--- config.mk ---
export PLATFORM = sky130hd
export DESIGN_NAME = bcd_serial_add_ctrl
export DESIGN_NICKNAME = d
export VERILOG_FILES = /design/src/rtl/bcd_serial_add_ctrl.sv
export SDC_FILE = /design/constraint.sdc
export NUM_CORES = 1
export LEC_CHECK = 0
export CAP_MARGIN = 20
export CORE_AREA = 2 2 86 88
export DETAILED_ROUTE_END_ITERATION = 8
export DIE_AREA = 0 0 88 90
export HOLD_SLACK_MARGIN = 0.03
export MAX_ROUTING_LAYER = met4
export PLACE_DENSITY = 0.85
export SETUP_SLACK_MARGIN = 0.3
export SYNTH_ARGS = -nofsm -noshare
export SYNTH_HDL_FRONTEND = slang
export SYNTH_SLANG_ARGS = --single-unit
--- constraint.sdc ---
create_clock -name clk -period 9.65 [get_ports clk]
set_input_delay 2.895 -clock clk [delete_from_list [all_inputs] [get_ports clk]]
set_output_delay 2.895 -clock clk [all_outputs]
set_load 0.05 [all_outputs]
--- src/rtl/bcd_serial_add_ctrl.sv ---
// ---------------------------------------------------------------------------
// bcd_serial_add_ctrl
//
// Digit-serial packed-BCD adder. When start is seen in IDLE, both operands
// are captured. One digit pair is then added per cycle, least significant
// digit first, with decimal carry. The result is published together with a
// one-cycle done pulse.
//
// If either operand holds a non-BCD digit (1010..1111), the block skips the
// ADD phase. It goes straight to DONE with sum=0, co=0 and n_err=0.
//
// Handshake: start is a level request sampled only in IDLE. busy is high
// from the capture edge until the cycle after done. done is a single-cycle
// pulse, and sum/co/n_err are valid from that cycle until the next result
// is loaded. A start held high relaunches on the first IDLE cycle after
// DONE.
//
// Ports
//   clk    in   1         rising-edge clock
//   rst    in   1         synchronous active-high reset
//   start  in   1         add request (IDLE only)
//   a, b   in   4*DIGITS  packed BCD operands, digit 0 in bits [3:0]
//   busy   out  1         high outside IDLE
//   done   out  1         one-cycle result-valid pulse
//   sum    out  4*DIGITS  registered packed BCD sum
//   co     out  1         registered decimal carry out of the top digit
//   n_err  out  1         registered error flag, 0 = operand was not BCD
// ---------------------------------------------------------------------------
module bcd_serial_add_ctrl #(
  parameter int DIGITS = 4
) (
  input  logic                clk,
  input  logic                rst,
  input  logic                start,
  input  logic [4*DIGITS-1:0] a,
  input  logic [4*DIGITS-1:0] b,
  output logic                busy,
  output logic                done,
  output logic [4*DIGITS-1:0] sum,
  output logic                co,
  output logic                n_err
);

  localparam int W  = 4 * DIGITS;
  localparam int IW = (DIGITS > 1) ? $clog2(DIGITS) : 1;

  localparam logic [1:0] S_IDLE = 2'd0;
  localparam logic [1:0] S_ADD  = 2'd1;
  localparam logic [1:0] S_DONE = 2'd2;

  logic [1:0]    state;
  logic [W-1:0]  op_a;
  logic [W-1:0]  op_b;
  logic [W-1:0]  work;
  logic [IW-1:0] idx;
  logic          carry;

  logic [3:0]    dig_a;
  logic [3:0]    dig_b;
  logic [4:0]    t;
  logic [3:0]    digit;
  logic          carry_nxt;
  logic [W-1:0]  work_nxt;
  logic          last;
  logic          ops_valid;

  function automatic logic all_bcd(input logic [W-1:0] x);
    logic ok;
    ok = 1'b1;
    for (int i = 0; i < DIGITS; i++) begin
      if (x[4*i +: 4] > 4'd9) ok = 1'b0;
    end
    return ok;
  endfunction

  assign ops_valid = all_bcd(a) && all_bcd(b);
  assign busy      = (state != S_IDLE);
  assign done      = (state == S_DONE);
  assign last      = (idx == IW'(DIGITS - 1));

  // One digit slice of the adder.
  // A raw sum above 9 is corrected by +6, which wraps the nibble past 15.
  // The new digit is merged into a copy of the work register. This lets the
  // final edge load sum with every digit already in place.
  always_comb begin
    dig_a = '0;
    dig_b = '0;
    for (int i = 0; i < DIGITS; i++) begin
      if (idx == IW'(i)) begin
        dig_a = op_a[4*i +: 4];
        dig_b = op_b[4*i +: 4];
      end
    end
    t = {1'b0, dig_a} + {1'b0, dig_b} + {4'b0000, carry};
    if (t > 5'd9) begin
      digit     = 4'(t + 5'd6);
      carry_nxt = 1'b1;
    end else begin
      digit     = t[3:0];
      carry_nxt = 1'b0;
    end
    work_nxt = work;
    for (int i = 0; i < DIGITS; i++) begin
      if (idx == IW'(i)) work_nxt[4*i +: 4] = digit;
    end
  end

  always_ff @(posedge clk) begin
    if (rst) begin
      state <= S_IDLE;
      op_a  <= '0;
      op_b  <= '0;
      work  <= '0;
      idx   <= '0;
      carry <= 1'b0;
      sum   <= '0;
      co    <= 1'b0;
      n_err <= 1'b1;
    end else begin
      case (state)
        S_IDLE: begin
          if (start) begin
            op_a  <= a;
            op_b  <= b;
            work  <= '0;
            idx   <= '0;
            carry <= 1'b0;
            if (ops_valid) begin
              state <= S_ADD;
            end else begin
              state <= S_DONE;
              sum   <= '0;
              co    <= 1'b0;
              n_err <= 1'b0;
            end
          end
        end
        S_ADD: begin
          work  <= work_nxt;
          carry <= carry_nxt;
          idx   <= idx + IW'(1);
          if (last) begin
            // The top digit's carry goes to co only; sum never wraps.
            state <= S_DONE;
            sum   <= work_nxt;
            co    <= carry_nxt;
            n_err <= 1'b1;
          end
        end
        S_DONE: begin
          state <= S_IDLE;
        end
        default: begin
          state <= S_IDLE;
        end
      endcase
    end
  end

endmodule
* Word level (Yosys, flattened, before mapping)
Index checks and enable logic that the tools add are counted.
** Cells by class
- Equal/unequal tests :: 8
- Multiply operators :: 0
- $lt $le $gt $ge :: 9
- Divide/modulo/power cells :: 0
- Bitwise gates (word level) :: 0
- Shifts and indexed selects :: 0
- $add $sub $neg :: 4
- Reduce and logical (&&, ||, !) cells :: 9
- Muxes and demuxes :: 42
** Operator list (count)
- 2-to-1 mux 16 bit :: 4
- one-hot mux 16 bit (2 select lines) :: 2
- 2-to-1 mux 4 bit :: 13
- greater-than comparator 4 bit, second input constant :: 8
- 2-to-1 mux 1 bit :: 14
- 2-to-1 mux 2 bit :: 4
- one-hot mux 2 bit (2 select lines) :: 2
- == test 2 bit, second input constant :: 3
- inequality test 2 bit, second input constant :: 3
- one-hot mux 1 bit (2 select lines) :: 3
- AND reduction 2 bit :: 3
- adder 4 x 4 -> 5 bit :: 1
- adder 5 x 1 -> 5 bit :: 1
- greater-than comparator 5 x 4 -> 1 bit, second input constant :: 1
- adder 4 x 3 -> 4 bit, second input constant :: 1
- == test 2 x 1 -> 1 bit, second input constant :: 2
- zero test 2 bit :: 2
- AND reduction 4 bit :: 1
- nonzero test 2 bit :: 2
- adder 2 x 1 -> 2 bit, second input constant :: 1
- logical AND 1 bit :: 1
** Storage, ports and cells
- RAM bits :: 0
- Word-level logic and storage cells :: 81
- Bits in read-only memories :: 0
- Bits of input ports :: 35
- Memories :: 0
- Register bits after elaboration :: 71
- Latch bits :: 0

* Longest topological paths before layout
Gate-level depths: netlist (run 1).
- Depth after elaboration :: 12
- Depth in mapped cells :: 20

* Least setup slack after synthesis (run 1)
Ideal clock, no wire load.
- Kind :: input port to flip-flop
- Start point :: input port b[1]
- End point :: register sum[1]
- Library setup time :: 0.061 ns
- Stages on the path :: 6
- Buffers on the path :: 1
- Setup slack :: 5.545 ns
- Arrival time :: 4.044 ns
- Cells stage by stage :: o21ai_0 -> nand4_1 -> o31ai_1 -> nor2b_1 -> clkbuf_1 -> a221o_1
** Between the ends
- Longest elaborated chain between the ends :: 8
** RTL lines
- start, declared :: line 36 : input logic [4*DIGITS-1:0] b,
- greater-than comparator 4 bit :: line 71 : if (x[4*i +: 4] > 4'd9) ok = 1'b0;
- 2-to-1 mux 1 bit (4 in a row) :: line 71
- logical AND 1 bit :: line 76 : assign ops_valid = all_bcd(a) && all_bcd(b);
- inequality test 2 bit (no line)
- AND reduction 4 bit (no line)
- end signal, assigned :: line 145 : sum <= work_nxt;
- end, declared :: line 39 : output logic [4*DIGITS-1:0] sum,
Every way passes these cells.
A chain may end at the register's enable or synchronous reset.

* Worst setup path in the final report (run 1)
- Start point :: input port a[13]
- End point :: register sum[1]
** Between the ends
- Longest elaborated chain between the ends :: 5
** RTL lines
- start, declared :: line 35 : input logic [4*DIGITS-1:0] a,
- greater-than comparator 4 bit :: line 71
- 2-to-1 mux 1 bit :: line 71
- logical AND 1 bit :: line 76
- inequality test 2 bit (no line)
- AND reduction 4 bit (no line)
Every way passes these cells.

==> flow_summary.yaml, run 1 <==
floorplan:
  fp.dieW_um: 88
  io_pins: 55
  die_h_um: 90
  core_area_mm2: 0.00702
  rows: 31
  dieArea_mm2: 0.00792
  start_util_pct: 47.9
timing:
  fin_crit_sh_pct: 49.6
  finalMaxSlewViolations: 0
  fmax_mhz: 209
  worst-slew-pin-transition_ps: 1010
  max_slew_margin_pct: 32.3
  fin_setup_tns_ps: 0
  rsz0062_at_grt: "false"
  fin_skew_ps: 8.18
  hold_viol: 0
  layout_min_cycle_time_ps: 4790
  finalSetupViolCount: 0
logic_synthesis:
  synth_seq_cells: 68
  yosys.area_share.simple_pct: 25.6
  muxShareOfSynthArea_pct: 0.297
  syn-cell-area_mm2: 0.00337
  synth_top_cell_by_area: "dfxtp_1"
  synth_compound_area_share_pct: 24.6
  synth_warnings: 0
  avgSynthCellArea_um2: 7.65
  syn-num-nets: 485
  synth_xor_area_share_pct: 0.260
  ys_seq_area_share_pct: 40.4
  synth_edf_count: 0
  netlist.area_leader.share_pct: 40.4
  synth_area_leaders: "dfxtp_1 40%, nand2_1 12%, a21oi_1 11%"
  synthAdderAreaFrac_pct: 4.16
  yosysUniqueCellTypes: 49
  synthCells: 440
  synth_top_family_by_area: "simple AND/OR/NAND/NOR gates"
  ys_async_sr_fraction_pct: 0
  synth_ff_type: "dfxtp_1"
clock_network:
  ctsHoldBuffers: 0
  cts_root_buffer: "clkbuf_8"
  ctsHtreeMaxLevel: 3
  path_clk_slew_ps: 70
  clockBufferDepth: 2
  cts_resized: 0
  cts_buffers: 9
  post_cts_buffers: 0
  clkSinkCount: 68
  worst_skew_pair.late_latency_ps: 360
  cts_tree: "built"
worst_setup_path:
  required_ps: 9950
  rr_endpoint: "work[2]"
  r2r-start: "idx[0]"
  setup.reg_to_reg.worst_slack_ps: 4940
  worstPathMaxFanout: 13
  crit_family: "compound AO/OA/AOI/OAI gates"
  cp.arrival_ps: 5090
  reg2regPathDepth: 17
  crit_path_max_incr_delay_ps: 490
  start_kind: "input port"
  cp-end-kind: "register"
  crit_chain: "clkdlybuf4s50_1, o21ai_0, nand4_1, o31ai_1, buf_4, nor2b_1, a221o_1"
  path_buf_inv: 2
  path_class: "input port to register"
  cp_slowest_cell: "nor2b_1"
drt:
  dr_total_vias: 3197
  avgRoutedWirePerCell_um: 14.0
  antenna_left: 0
  drt_iter0_markers: 279
  drc: 0
  wl_um: 8190
  vias_per_cell: 5.48
  drt_pass1_iterations: 5
layout:
  area_growth_pct: 23.1
  fin_nets: 524
  n_antenna_cell: 0
  final_util_pct: 59.0
  layout-drive-gt1-share_pct: 7.44
pwr:
  intPower_mw: 0.443
  p_seq_share_pct: 48.3
  combPwrFrac_pct: 14.3
  switching_power_mw: 0.167
  clock_power_share_pct: 37.4
  powerDensity_mw_per_mm2: 147
  vdd_drop_max_v: 0.0000711
  p_leak_nw: 1.46
  switching_share_pct: 27.4
hold_path:
  holdPathStages: 2
  holdPathEnd: "work[7]"
  worstHoldStart: "work[7]"
  hp-class: "register to register"
global_route:
  grt_pass1_wl_um: 13400
  overflow: 0
  grt_use_total_pct: 21.8
  antenna_found_initial: 0
  grt_pass1_vias: 3050
  grt_max_degree: 65
flow_run:
  timing.max_cap.violations: 0
placement:
  dp.final_hpwl_um: 5640
  portBuffers: 54
  place_congestion: 0.885
run_status:
  run_status: "complete, no violations"
[cell families (layout without fill, tap and decap cells)]
| kind of cell | after synthesis | in the layout |
|---|---|---|
| buffers and inverters | 40 | 84 |
| XOR/XNOR | 1 | 1 |
| AO/OA/AOI/OAI | 134 | 134 |
| flip-flops | 68 | 68 |
| adder cells (fa/ha/maj) | 10 | 10 |
| multiplexers | 1 | 1 |
| AND/OR/NAND/NOR | 186 | 186 |
[synthesized netlist by cell type, types with 2 or more instances]
library cell,n
a21oi_1,71
a221o_1,3
a22o_1,3
a32o_1,3
a32oi_1,3
buf_2,3
clkbuf_1,25
dfxtp_1,68
fa_1,2
ha_1,8
inv_1,10
nand2_1,110
nand2b_1,2
nand3_1,7
nand3b_1,13
nor2_1,19
nor2b_1,9
nor3_1,4
nor3b_1,3
o211ai_1,8
o21ai_0,27
o31ai_1,2
or2_2,8
or3_1,4
[routing by layer]
layer | up-vias | track usage (%) | wire length (um)
li1 | 1600 | - | -
met1 | 1473 | 26.3 | 3580
met2 | 105 | 34.2 | 3910
met3 | 19 | 5.51 | 501
met4 | 0 | 9.23 | 195
met5 | - | - | 0
[through the flow]
stage / instance area, um2 / power, mW / std cells / setup WS (ps) / hold WS, ps
final: 4140 / 0.610 / 583 / 4860 / 454
after global routing: 4140 / 0.632 / 583 / 4530 / 483
after CTS: 4140 / 0.609 / 583 / 4880 / 455
after detailed placement: 3960 / 0.386 / 567 / 4520 / 446
after floorplan: 3370 / 0.354 / 440 / 5550 / 432
after global placement: 3930 / 0.382 / 566 / 4590 / 437
[layout by cell type, fill, tap and decap left out, drive strengths merged, types with 5 or more instances in the layout]
| cell | netlist | layout |
|---|---|---|
| a21oi | 71 | 71 |
| buf | 4 | 5 |
| clkbuf | 26 | 11 |
| clkdlybuf4s50 | 0 | 53 |
| dfxtp | 68 | 68 |
| ha | 8 | 8 |
| inv | 10 | 10 |
| nand2 | 110 | 110 |
| nand3 | 7 | 7 |
| nand3b | 13 | 13 |
| nor2 | 20 | 20 |
| nor2b | 9 | 9 |
| o211ai | 8 | 8 |
| o21ai | 28 | 28 |
| or2 | 8 | 8 |
[area by class of cell]
class                           instances  area (um2)
Clock buffer                           11         131
Clock inverter                          5        52.6
Fill cell                             645        2880
Inverter                               10        37.5
Multi-Input combinational cell        332        1850
Sequential cell                        68        1360
Tap cell                               99         124
Timing Repair Buffer                   58         586
[tightest hold or removal path: stages (launching register included)]
cell and delay, ps:
dfxtp_1 310, nand2_1 50, a21oi_1 50
[how the worst max path moves through the flow]
stage            from  endpoint  slack [ps]  cells past startpoint
2_1_floorplan    b[1]    sum[1]        5550                      6
3_3_place_gp    start    idx[0]        4590                      6
3_5_place_dp    a[13]    sum[1]        4520                      7
4_1_cts         a[13]    sum[1]        4880                      7
5_1_grt        idx[0]   work[6]        4530                     17
6_report        a[13]    sum[1]        4860                      7
[state kept, by name, indices dropped and copies added, names as in the netlist]
register,flops
carry,1
n_err,1
work,13
idx,2
op_a,16
state,2
sum,16
co,1
op_b,16
[power by group through the flow]
| stage | Combinational, mW | Sequential (mW) | Clock (mW) |
|---|---|---|---|
| 3_5_place_dp | 0.0856 | 0.301 | 0 |
| 3_3_place_gp | 0.0818 | 0.300 | 0 |
| 4_1_cts | 0.0864 | 0.294 | 0.229 |
| 6_report | 0.0873 | 0.294 | 0.228 |
| 2_1_floorplan | 0.0530 | 0.301 | 0 |
| 5_1_grt | 0.0962 | 0.295 | 0.241 |
Note: power is estimated with default switching activity, not from simulation.
==> run 2: changes to the inputs <==
==> constraint.sdc (replaced) <==
create_clock -name clk -period 4.8 [get_ports clk]
set_input_delay 1.44 -clock clk [delete_from_list [all_inputs] [get_ports clk]]
set_output_delay 1.44 -clock clk [all_outputs]
set_load 0.05 [all_outputs]
==> run 2 against run 1 <==
  * Sequential share of layout area grew 0.19 points
  * Final cell count grew 0.34%
  * Clock skew grew 2.8 ps
  * Sequential power grew 100%
  * Power grew 91%
  * Global-route usage grew 0.56 points
==> flow_summary.yaml, run 2 (synthesis gave the netlist of run 1 again) <==
run_status:
  run_status: "complete, no violations"
floorplan:
  start_util_pct: 47.9
  die_h_um: 90
  rows: 31
  io_pins: 55
  core_area_mm2: 0.00702
  dieArea_mm2: 0.00792
  fp.dieW_um: 88
timing:
  fin_setup_tns_ps: 0
  fin_crit_sh_pct: 86.1
  worst-slew-pin-transition_ps: 979
  rsz0062_at_grt: "false"
  finalSetupViolCount: 0
  fmax_mhz: 242
  fin_skew_ps: 11.0
  max_slew_margin_pct: 34.6
  finalMaxSlewViolations: 0
  hold_viol: 0
  layout_min_cycle_time_ps: 4130
flow_run:
  timing.max_cap.violations: 0
worst_setup_path:
  cp-end-kind: "register"
  required_ps: 5100
  start_kind: "register"
  crit_path_max_incr_delay_ps: 530
  worstPathMaxFanout: 17
  path_class: "register to register"
  crit_chain: "inv_1, ha_1, a21oi_1, a21oi_1, nor2_1, a21oi_1, fa_1, inv_1, fa_1, xor2_1, inv_1, ha_1, a221oi_1, o22ai_1, a211oi_4, a221o_1"
  cp_slowest_cell: "ha_1"
  cp.arrival_ps: 4430
clock_network:
  cts_buffers: 9
  post_cts_buffers: 0
  cts_resized: 0
  ctsHtreeMaxLevel: 3
  ctsHoldBuffers: 0
  path_clk_slew_ps: 80
  cts_tree: "built"
  clockBufferDepth: 2
  cts_root_buffer: "clkbuf_8"
  worst_skew_pair.late_latency_ps: 350
  clkSinkCount: 68
global_route:
  overflow: 0
  grt_max_degree: 37
  antenna_found_initial: 0
  grt_pass1_vias: 3013
  grt_use_total_pct: 22.3
  grt_pass1_wl_um: 13900
placement:
  portBuffers: 54
  dp.cells: 569
  place_congestion: 0.958
  dp.final_hpwl_um: 5930
layout:
  layout-drive-gt1-share_pct: 8.23
  final_common_cell: "nand2_1"
  final_cell_mix: "110 x nand2_1, 71 x a21oi_1, 68 x dfxtp_1, 53 x clkdlybuf4s50_1, 27 x o21ai_0"
  area_growth_pct: 22.4
  final_cells: 585
  top_regs: "op_a: 16 flops, op_b: 16 flops, sum: 16 flops"
  fin_nets: 526
  n_antenna_cell: 0
  fillers: 651
drt:
  vias_per_cell: 5.53
  antenna_left: 0
  wl_um: 8220
  avgRoutedWirePerCell_um: 14.1
  drc: 0
  drt_pass1_iterations: 5
  dr_total_vias: 3236
  drt_iter0_markers: 233
hold_path:
  hp-class: "register to register"
pwr:
  powerDensity_mw_per_mm2: 282
  p_leak_nw: 1.45
  vdd_drop_max_v: 0.000174
-- run 2: worst max-delay path: cells and delay by family (launching register included) --
kind	cells	cell delay [ps]
xor gates and xnor gates	1	360
buffers and inverters	3	240
AOI/OAI and AO/OA	7	1620
DFF	1	350
adders and majority gates	4	1430
and+or+nand+nor	1	60
-- run 2: layout make-up --
type	instances	area (um2)	share of cell area, %
multi-input cells	332	1860	45.1
clock inverters	5	28.8	0.698
clock buffers	11	131	3.19
repair buffers	60	581	14.1
well taps	99	124	3.01
flip-flops and latches	68	1360	33.0
inverters	10	37.5	0.911
-- run 2: path summary, 6_finish.rpt --
path / start / endpoint / slack, ps / depth (start not counted)
setup / recovery: idx[0] / sum[9] / 670 / 16
hold / removal: sum[8] / sum[8] / 450 / 2
setup reg to reg: idx[0] / sum[9] / 670 / 16
hold reg to reg: sum[8] / sum[8] / 450 / 2
-- run 2: where the power goes --
group,total (mW),internal (mW),switching [mW]
logic,0.172,0.0694,0.103
clock network,0.397,0.185,0.212
registers,0.593,0.582,0.0108
total,1.16,0.836,0.326
-- run 2: layer usage --
layer / global-route usage (%) / share of wire [%] / wire (um)
met1: 28.7 / 44 / 3590
met3: 4.04 / 6.0 / 496
met2: 34.2 / 49 / 4010
met5: - / 0 / 0
met4: 9.62 / 1.6 / 131
-- run 2: through the flow --
stage | utilization [%] | setup slack [ps] | hold WS [ps] | instance area, um2 | power [mW]
6_report | 58.7 | 670 | 455 | 4120 | 1.16
5_1_grt | 58.7 | 356 | 472 | 4120 | 1.22
4_1_cts | 58.6 | 532 | 457 | 4120 | 1.17
3_5_place_dp | 56.3 | 540 | 448 | 3960 | 0.775
3_3_place_gp | 56.3 | 765 | 437 | 3960 | 0.770
2_1_floorplan | - | 990 | 432 | 3370 | 0.711
